### config.mk
export PLATFORM = sky130hd
export DESIGN_NAME = mux_channel_scanner_flat
export DESIGN_NICKNAME = d
export VERILOG_FILES = /design/src/rtl/mux_scan_pkg.sv /design/src/rtl/mux_channel_scanner_if.sv /design/src/rtl/mux_scan_next.sv /design/src/rtl/mux_channel_scanner.sv /design/src/flat_wrapper.sv
export SDC_FILE = /design/constraint.sdc
export NUM_CORES = 1
export LEC_CHECK = 0
export ABC_AREA = 0
export BUFFER_PORTS_ARGS = -buffer_cell sky130_fd_sc_hd__buf_2
export CAP_MARGIN = 20
export CORE_MARGIN = 3
export CORE_UTILIZATION = 31
export DETAILED_ROUTE_END_ITERATION = 12
export GPL_ROUTABILITY_DRIVEN = 0
export PLACE_DENSITY_LB_ADDON = 0.15
export SKIP_CTS_REPAIR_TIMING = 1
export SYNTH_ARGS = -nofsm -noshare
export SYNTH_HDL_FRONTEND = slang
export SYNTH_SLANG_ARGS = --single-unit
### constraint.sdc
create_clock -name clk -period 2.1 [get_ports clk]
set_input_delay 0.525 -clock clk [delete_from_list [all_inputs] [get_ports clk]]
set_output_delay 0.525 -clock clk [all_outputs]
set_load 0.05 [all_outputs]
### src/rtl/mux_scan_pkg.sv
// Shared types and defaults for the multiplexed channel scanner.
package mux_scan_pkg;

    localparam int DW_DEFAULT      = 4;
    localparam int DWELL_W_DEFAULT = 4;
    localparam int NUM_CHAN        = 4;

    typedef enum logic [1:0] {
        ST_IDLE   = 2'd0,
        ST_SETTLE = 2'd1,
        ST_HOLD   = 2'd2,
        ST_FINISH = 2'd3
    } scan_state_t;

endpackage

### src/rtl/mux_channel_scanner_if.sv
// Control, mux-side and sample-stream signals of the channel scanner.
interface mux_channel_scanner_if import mux_scan_pkg::*; #(
    parameter int DW      = DW_DEFAULT,
    parameter int DWELL_W = DWELL_W_DEFAULT
);
    logic                start;
    logic                cont;
    logic                stop;
    logic [NUM_CHAN-1:0] chan_mask;
    logic [DWELL_W-1:0]  dwell;
    logic [DW-1:0]       mux_out;
    logic [1:0]          sel;
    logic [DW-1:0]       data_out;
    logic [1:0]          chan_out;
    logic                valid;
    logic                ready;
    logic                busy;
    logic                done;

    modport master (
        input  start, cont, stop, chan_mask, dwell, mux_out, ready,
        output sel, data_out, chan_out, valid, busy, done
    );

    modport slave (
        output start, cont, stop, chan_mask, dwell, mux_out, ready,
        input  sel, data_out, chan_out, valid, busy, done
    );
endinterface

### src/rtl/mux_scan_next.sv
// Finds the next set mask bit strictly above cur; optionally wraps to the lowest set bit.
module mux_scan_next import mux_scan_pkg::*; (
    input  logic [NUM_CHAN-1:0] mask,
    input  logic [1:0]          cur,
    input  logic                wrap,
    output logic [1:0]          next_idx,
    output logic                found
);
    logic [NUM_CHAN-1:0] above;
    logic [1:0]          above_idx;
    logic [1:0]          low_idx;
    logic                above_any;

    genvar gi;
    generate
        for (gi = 0; gi < NUM_CHAN; gi++) begin : g_above
            assign above[gi] = mask[gi] && (cur < 2'(gi));
        end
    endgenerate

    // Scanning downward leaves the lowest qualifying index in each result.
    always_comb begin
        above_idx = '0;
        low_idx   = '0;
        for (int i = NUM_CHAN - 1; i >= 0; i--) begin
            if (above[i]) above_idx = 2'(i);
            if (mask[i])  low_idx   = 2'(i);
        end
    end

    assign above_any = |above;
    assign found     = above_any || (wrap && (|mask));
    assign next_idx  = above_any ? above_idx : low_idx;
endmodule

### src/rtl/mux_channel_scanner.sv
// Steps a 4:1 mux through the enabled channels, settles, samples and hands off each value.
module mux_channel_scanner import mux_scan_pkg::*; #(
    parameter int DW      = DW_DEFAULT,
    parameter int DWELL_W = DWELL_W_DEFAULT
) (
    input logic                   clk,
    input logic                   rst,
    mux_channel_scanner_if.master bus
);
    scan_state_t         state_reg, state_next;
    logic [1:0]          sel_reg, sel_next;
    logic [1:0]          chan_reg, chan_next;
    logic [DW-1:0]       data_reg, data_next;
    logic [DWELL_W-1:0]  cnt_reg, cnt_next;
    logic [DWELL_W-1:0]  dwell_reg, dwell_next;
    logic [NUM_CHAN-1:0] mask_reg, mask_next;
    logic                valid_reg, valid_next;
    logic                cont_reg, cont_next;
    logic                stop_reg, stop_next;

    logic [1:0] first_idx, nxt_idx;
    logic       first_found, nxt_found;
    logic       stop_seen;

    // With cur=3 and wrap on, the search degenerates to "lowest set bit".
    mux_scan_next u_first (
        .mask     (bus.chan_mask),
        .cur      (2'd3),
        .wrap     (1'b1),
        .next_idx (first_idx),
        .found    (first_found)
    );

    mux_scan_next u_next (
        .mask     (mask_reg),
        .cur      (sel_reg),
        .wrap     (cont_reg),
        .next_idx (nxt_idx),
        .found    (nxt_found)
    );

    assign stop_seen = cont_reg && (stop_reg || bus.stop);

    always_ff @(posedge clk) begin
        if (rst) begin
            state_reg <= ST_IDLE;
            sel_reg   <= '0;
            chan_reg  <= '0;
            data_reg  <= '0;
            cnt_reg   <= '0;
            dwell_reg <= '0;
            mask_reg  <= '0;
            valid_reg <= 1'b0;
            cont_reg  <= 1'b0;
            stop_reg  <= 1'b0;
        end else begin
            state_reg <= state_next;
            sel_reg   <= sel_next;
            chan_reg  <= chan_next;
            data_reg  <= data_next;
            cnt_reg   <= cnt_next;
            dwell_reg <= dwell_next;
            mask_reg  <= mask_next;
            valid_reg <= valid_next;
            cont_reg  <= cont_next;
            stop_reg  <= stop_next;
        end
    end

    always_comb begin
        state_next = state_reg;
        sel_next   = sel_reg;
        chan_next  = chan_reg;
        data_next  = data_reg;
        cnt_next   = cnt_reg;
        dwell_next = dwell_reg;
        mask_next  = mask_reg;
        valid_next = valid_reg;
        cont_next  = cont_reg;
        stop_next  = stop_reg;

        // A stop request during a continuous scan is held until the next handshake.
        if ((state_reg != ST_IDLE) && cont_reg && bus.stop) stop_next = 1'b1;

        case (state_reg)
            ST_IDLE: begin
                if (bus.start) begin
                    if (first_found) begin
                        mask_next  = bus.chan_mask;
                        dwell_next = bus.dwell;
                        cont_next  = bus.cont;
                        stop_next  = 1'b0;
                        sel_next   = first_idx;
                        cnt_next   = bus.dwell;
                        state_next = ST_SETTLE;
                    end else begin
                        state_next = ST_FINISH;
                    end
                end
            end
            ST_SETTLE: begin
                if (cnt_reg != '0) begin
                    cnt_next = cnt_reg - 1'b1;
                end else begin
                    data_next  = bus.mux_out;
                    chan_next  = sel_reg;
                    valid_next = 1'b1;
                    state_next = ST_HOLD;
                end
            end
            ST_HOLD: begin
                if (bus.ready) begin
                    valid_next = 1'b0;
                    if (stop_seen || !nxt_found) begin
                        state_next = ST_FINISH;
                    end else begin
                        sel_next   = nxt_idx;
                        cnt_next   = dwell_reg;
                        state_next = ST_SETTLE;
                    end
                end
            end
            ST_FINISH: begin
                stop_next  = 1'b0;
                state_next = ST_IDLE;
            end
            default: state_next = ST_IDLE;
        endcase
    end

    assign bus.sel      = sel_reg;
    assign bus.data_out = data_reg;
    assign bus.chan_out = chan_reg;
    assign bus.valid    = valid_reg;
    assign bus.busy     = (state_reg != ST_IDLE);
    assign bus.done     = (state_reg == ST_FINISH);
endmodule

### src/flat_wrapper.sv
// flat-port wrapper written by rule: the top's interface ports become plain ports
module mux_channel_scanner_flat import mux_scan_pkg::*;
#(
    parameter int DW      = DW_DEFAULT,
    parameter int DWELL_W = DWELL_W_DEFAULT
)
  (clk, rst, bus_start, bus_cont, bus_stop, bus_chan_mask, bus_dwell, bus_mux_out, bus_ready, bus_sel, bus_data_out, bus_chan_out, bus_valid, bus_busy, bus_done);
  mux_channel_scanner_if #(.DW(DW), .DWELL_W(DWELL_W)) bus_i ();
  input logic clk;
  input logic rst;
  input wire logic [$bits(bus_i.start)-1:0] bus_start;
  input wire logic [$bits(bus_i.cont)-1:0] bus_cont;
  input wire logic [$bits(bus_i.stop)-1:0] bus_stop;
  input wire logic [$bits(bus_i.chan_mask)-1:0] bus_chan_mask;
  input wire logic [$bits(bus_i.dwell)-1:0] bus_dwell;
  input wire logic [$bits(bus_i.mux_out)-1:0] bus_mux_out;
  input wire logic [$bits(bus_i.ready)-1:0] bus_ready;
  output wire logic [$bits(bus_i.sel)-1:0] bus_sel;
  output wire logic [$bits(bus_i.data_out)-1:0] bus_data_out;
  output wire logic [$bits(bus_i.chan_out)-1:0] bus_chan_out;
  output wire logic [$bits(bus_i.valid)-1:0] bus_valid;
  output wire logic [$bits(bus_i.busy)-1:0] bus_busy;
  output wire logic [$bits(bus_i.done)-1:0] bus_done;
  assign bus_i.start = bus_start;
  assign bus_i.cont = bus_cont;
  assign bus_i.stop = bus_stop;
  assign bus_i.chan_mask = bus_chan_mask;
  assign bus_i.dwell = bus_dwell;
  assign bus_i.mux_out = bus_mux_out;
  assign bus_i.ready = bus_ready;
  assign bus_sel = bus_i.sel;
  assign bus_data_out = bus_i.data_out;
  assign bus_chan_out = bus_i.chan_out;
  assign bus_valid = bus_i.valid;
  assign bus_busy = bus_i.busy;
  assign bus_done = bus_i.done;
  mux_channel_scanner #(.DW(DW), .DWELL_W(DWELL_W)) u_core (.clk(clk), .rst(rst), .bus(bus_i));
endmodule
======== Word level (Yosys, flattened, before mapping) ========
Index checks and enable logic that the tools add are counted.
storage, ports and cells
  bits in registers ....................... 25
  output and inout port bits .............. 11
cells by class
  $add $sub $neg .......................... 1
  magnitude comparators ................... 4
  eq/ne operators ......................... 9
  multiplexer cells ....................... 37
  bitwise gates (word level) .............. 1
  reductions and logical operators ........ 27
operators with widths
  operator                                                                      number
  2-bit two-way mux                                                             22
  4-bit two-way mux                                                             5
  4-bit case mux with 3 select lines                                            1
  4-bit OR reduction                                                            3
  3-bit AND reduction                                                           3
  1-bit logical AND                                                             8
  2-bit inequality test, second input constant                                  4
  2-bit case mux with 4 select lines                                            1
  6-bit AND reduction                                                           1
  2-bit nonzero test                                                            3
  1-bit two-way mux                                                             5
  5-bit AND reduction                                                           1
  2-bit == test, second input constant                                          2
  2-bit by 1-bit less-than comparator with 1-bit output, second input constant  2
  2-bit less-than comparator, second input constant                             2
  2-bit by 1-bit inequality test with 1-bit output, second input constant       2
  1-bit case mux with 2 select lines                                            2
  2-bit case mux with 2 select lines                                            1
  4-bit nonzero test                                                            1
  4-bit by 1-bit subtractor with 4-bit output, second input constant            1
  1-bit logical OR                                                              3
  3-bit nonzero test                                                            1
  2-bit by 1-bit == test with 1-bit output, second input constant               1
  2-bit logical NOT                                                             1
  3 further kinds                                                               3

======== Depth between registers and ports, before layout ========
  word-level depth ........................ 10
  mapped depth ............................ 8

======== By module ========
A second synthesis with hierarchy kept.
unflattened totals
  cell total of the unflattened synthesis .. 189
  area total of the unflattened synthesis .. 1473.9 sq um
modules (own cells, without submodules)
  module               instances  cells each  area each (sq um)  seq. area each (sq um)
  mux_channel_scanner  1          161         1291.2             500.5
  mux_scan_next        2          14          91.3               0.0

======== Worst setup path after synthesis ========
No wires, ideal clock.
  kind .................................... register to register
  start point ............................. register u_core.state_reg[0]
  end point ............................... register u_core.cnt_reg[0]
  setup time .............................. 0.132 ns
  arrival ................................. 1.722 ns
  data required time ...................... 1.968 ns
  slack ................................... 0.245 ns
  stages on the path, launching flop included .. 9
  buffers on the path ..................... 1
  clock period less this slack ............ 1.855 ns
  path through ............................ dfxtp_1 > inv_1 > ha_1 > buf_2 > inv_2 > o22ai_1 > or3_1 > o21ai_0 > a21oi_1
between the ends
  longest elaborated chain between the ends .. 3
  elaborated cells between the ends (all ways) .. 11
  those cells by class .................... 7 x eq/ne; 1 x mux; 3 x reduce/logical
RTL lines
  what                                                                                      RTL line                   RTL
  start: declaration                                                                        mux_channel_scanner.sv:10  scan_state_t state_reg, state_next;
  start signal: assignment                                                                  mux_channel_scanner.sv:57  state_reg <= state_next;
  2-bit by 1-bit == test with 1-bit output, or another cell as far along                    mux_channel_scanner.sv:85  case (state_reg)
  2-bit by 1-bit inequality test with 1-bit output (no line), or another cell as far along  -
  6-bit AND reduction (no line)                                                             -
  end signal: assignment                                                                    mux_channel_scanner.sv:61  cnt_reg <= cnt_next;
  end: declaration                                                                          mux_channel_scanner.sv:14  logic [DWELL_W-1:0] cnt_reg, cnt_next;
Several ways; a longest one is shown, not always the timed one.
A chain may end at the register's enable or synchronous reset.

======== Worst setup path after layout ========
  start point ............................. register u_core.state_reg[1]
  end point ............................... output port bus_busy
between the ends
  longest elaborated chain between the ends .. 1
RTL lines
  what                RTL line                    RTL
  2-bit nonzero test  mux_channel_scanner.sv:135  assign bus.busy = (state_reg != ST_IDLE);
  end: declaration    flat_wrapper.sv:22          output wire logic [$bits(bus_i.busy)-1:0] bus_busy;
No other way between the ends.

==> results.sh <==
export IMPL_path_max_fanout=9
export IMPL_synth_nets=192
export IMPL_final_common_cell="buf_2"
export IMPL_ant_nets=0
export IMPL_grt_max_degree=27
export IMPL_grt_pass1_vias=1245
export IMPL_drive_gt1_share_pct=23.86
export IMPL_num_vias=1330
export IMPL_cp_cell_sequence="inv_1 -> ha_1 -> inv_2 -> clkbuf_4"
export IMPL_seq_power_share_pct=32.0
export IMPL_period_needed_ns=2.000
export IMPL_finalCritPeriodShare_pct=95.24
export IMPL_syn_to_final_growth_pct=17.55
export IMPL_leakage_nw=0.6565
export IMPL_dp_hpwl_um=2675
export IMPL_ys_seq_area_share_pct=36.36
export IMPL_antenna_cells=0
export IMPL_combinationalPowerShare_pct=54.9
export IMPL_vdd_ir_drop_max_uv=570.7
export IMPL_clock_sinks=25
export IMPL_ios=29
export IMPL_top_layer="met4"
export IMPL_htree_levels=1
export IMPL_tns_ns=0
export IMPL_hold_class="reg2reg"
export IMPL_status="finished clean"
export IMPL_cap_violations=0
export IMPL_path_buf_inv=3
export IMPL_mostFrequentLayoutCells="27 x buf_2, 25 x dfxtp_1, 22 x nand2_1"
export IMPL_yosysTopAreaCell="dfxtp_1"
export IMPL_hold_slack_ns=0.4579
export IMPL_portBuffers=28
export IMPL_avgSynthCellArea_um2=8.144
export IMPL_viasPerCell=5.385
export IMPL_grt_pass1_wl_um=5865
export IMPL_first_pass_iters=6
export IMPL_routedLengthMet1_um=1684
export IMPL_power_density_nw_per_um2=1391
export IMPL_wl_per_cell_um=14.58
export IMPL_grt_use_total_pct=13.96
export IMPL_met2_length_um=1705
export IMPL_path_delay_family="buffers and inverters"
export IMPL_synthSimpleGateAreaFrac_pct=20.82
export IMPL_start_util_pct=33.21
export IMPL_wirelength_um=3602
export IMPL_synth_seq_cells=25
export IMPL_p_total_mw=2.251
export IMPL_fmax_mhz=500.0
export IMPL_fillerInstances=447
export IMPL_yosysWarningCount=0
export IMPL_antenna_found_initial=0
export IMPL_synthAdderAreaFrac_pct=4.545
export IMPL_crit_type="reg2out"
export IMPL_seqCellArea_um2=500.5
export IMPL_synthMuxAreaShare_pct=3.636
export IMPL_clock_latency_ns=0.27
export IMPL_yosysTopAreaCellShare_pct=36.36
export IMPL_synth_top_family_by_area="compound AO/OA/AOI/OAI gates"
export IMPL_synth_cells=169
export IMPL_drv_slew=0
export IMPL_cts_buffers=3
export IMPL_internal_power_mw=1.178
export IMPL_hold_viol=0
export IMPL_slew_headroom_pct=66.64
export IMPL_met3WireLength_um=145
export IMPL_async_flop_share_pct=0
export IMPL_worstMarginPinSlew_ns=0.5005
export IMPL_cts_tree="built"
export IMPL_critPathLaunchType="flip-flop"
export IMPL_fin_nets=221
export IMPL_clock_tree_root_cell="clkbuf_8"
export IMPL_clkPwrFrac_pct=13.1
export IMPL_setup_viol=0
export IMPL_multi_input_area_um2=798.3
export IMPL_clkTransAtPathRegs_ns=0.09
export IMPL_rows=23
export IMPL_p_sw_share_pct=47.67
export IMPL_post_place_cells=243
export IMPL_synth_edff_count=0
export IMPL_synth_ff_type="dfxtp_1"
export IMPL_die_w_um=72.63
export IMPL_cp_end_kind="output port"
export IMPL_cpPeakStageDelay_ns=0.40
export IMPL_core_area_um2=4144
export IMPL_clockBufferDepth=2
export IMPL_finClkSkew_ns=0.003802
export IMPL_synthXorXnorAreaFrac_pct=0.6364
export IMPL_die_h_um=72.63
export IMPL_drt_iter0_drc=86
export IMPL_worst_ep_arrival_time_ns=1.48
export IMPL_finalNonFillerCells=247
export IMPL_grt_overflow_total=0
export IMPL_die_area_um2=5275
export IMPL_rsz0062_at_grt="no"
export IMPL_drc=0
export IMPL_yosys_cell_types_count=40
export IMPL_crit_required_ns=1.57
export IMPL_cp_slowest_cell="dfxtp_1"
export IMPL_synth_compound_area_share_pct=28.36
export IMPL_net_switching_power_mw=1.073
export IMPL_syn_cell_area_um2=1376
export IMPL_synthTopCellsByArea="dfxtp_1 36%, a21oi_1 6.5%, nand2_1 6.0%, ha_1 4.5%, mux2i_1 3.6%"
## area by class of cell
class / count / share of cell area [%]
Multi-Input combinational cell: 126 / 49.34
Tap cell: 50 / 3.867
Clock inverter: 1 / 0.3094
Timing Repair Buffer: 32 / 10.67
Clock buffer: 3 / 2.552
Sequential cell: 25 / 30.94
Inverter: 10 / 2.320
## per-layer routing
layer  track usage, %  vias to the layer above
met3            2.617                        8
li1                 -                      657
met1            18.73                      628
met2            22.04                       37
met4            5.533                        0
met5                0                        -
## path summary, 6_finish.rpt
kind,startpoint,end,slack (ns),cells past startpoint
max,u_core.state_reg[1],bus_busy,0.1,4
min,u_core.bus.data_out[3],u_core.bus.data_out[3],0.46,2
max reg2reg,u_core.state_reg[1],u_core.cnt_reg[3],0.19,7
min reg2reg,u_core.bus.data_out[3],u_core.bus.data_out[3],0.46,2
## power by group through the flow
stage          clock, mW  combinational (mW)  sequential (mW)
2_1_floorplan          0               0.793            0.854
3_3_place_gp           0                1.21            0.723
3_5_place_dp           0                1.22            0.730
4_1_cts            0.305                1.23            0.719
5_1_grt            0.327                1.35            0.744
6_report           0.296                1.23            0.720
## worst reg2reg max path: stages, from the launching register on
cell,delay [ns]
dfxtp_1,0.40
inv_1,0.09
ha_1,0.31
inv_2,0.16
o22ai_1,0.14
nor3_2,0.33
a31oi_1,0.16
a311oi_2,0.24
## synth_stat cells (all sizes together), types with 2 or more instances
cell     number
nand2b        4
a21oi        18
nor2b         4
o21ai        12
a31oi         4
buf           4
a22oi         4
mux2i         5
ha            5
nand3         8
nor2         11
o2111ai       3
nand2        22
o21a          2
o41ai         2
nor3          4
o211ai        4
dfxtp        25
inv          10
a211o         2
clkbuf        4
## metrics by stage
stage | cell area, um^2 | worst slack, ns | util, %
after floorplan | 1376 | 0.2454 | -
after global placement | 1569 | 0.1324 | 37.86
after detailed placement | 1569 | 0.09603 | 37.86
after CTS | 1615 | 0.07629 | 38.98
after global routing | 1618 | 0.02939 | 39.04
final | 1618 | 0.09986 | 39.04
## logic make-up after synthesis
kind of cell	count (synthesis)
and+or+nand+nor	58
AOI/OAI and AO/OA	57
DFF	25
buffers and inverters	18
muxes	5
adders and majority gates	5
xor gates and xnor gates	1
No activity file was read; power rests on OpenSTA's default activity.
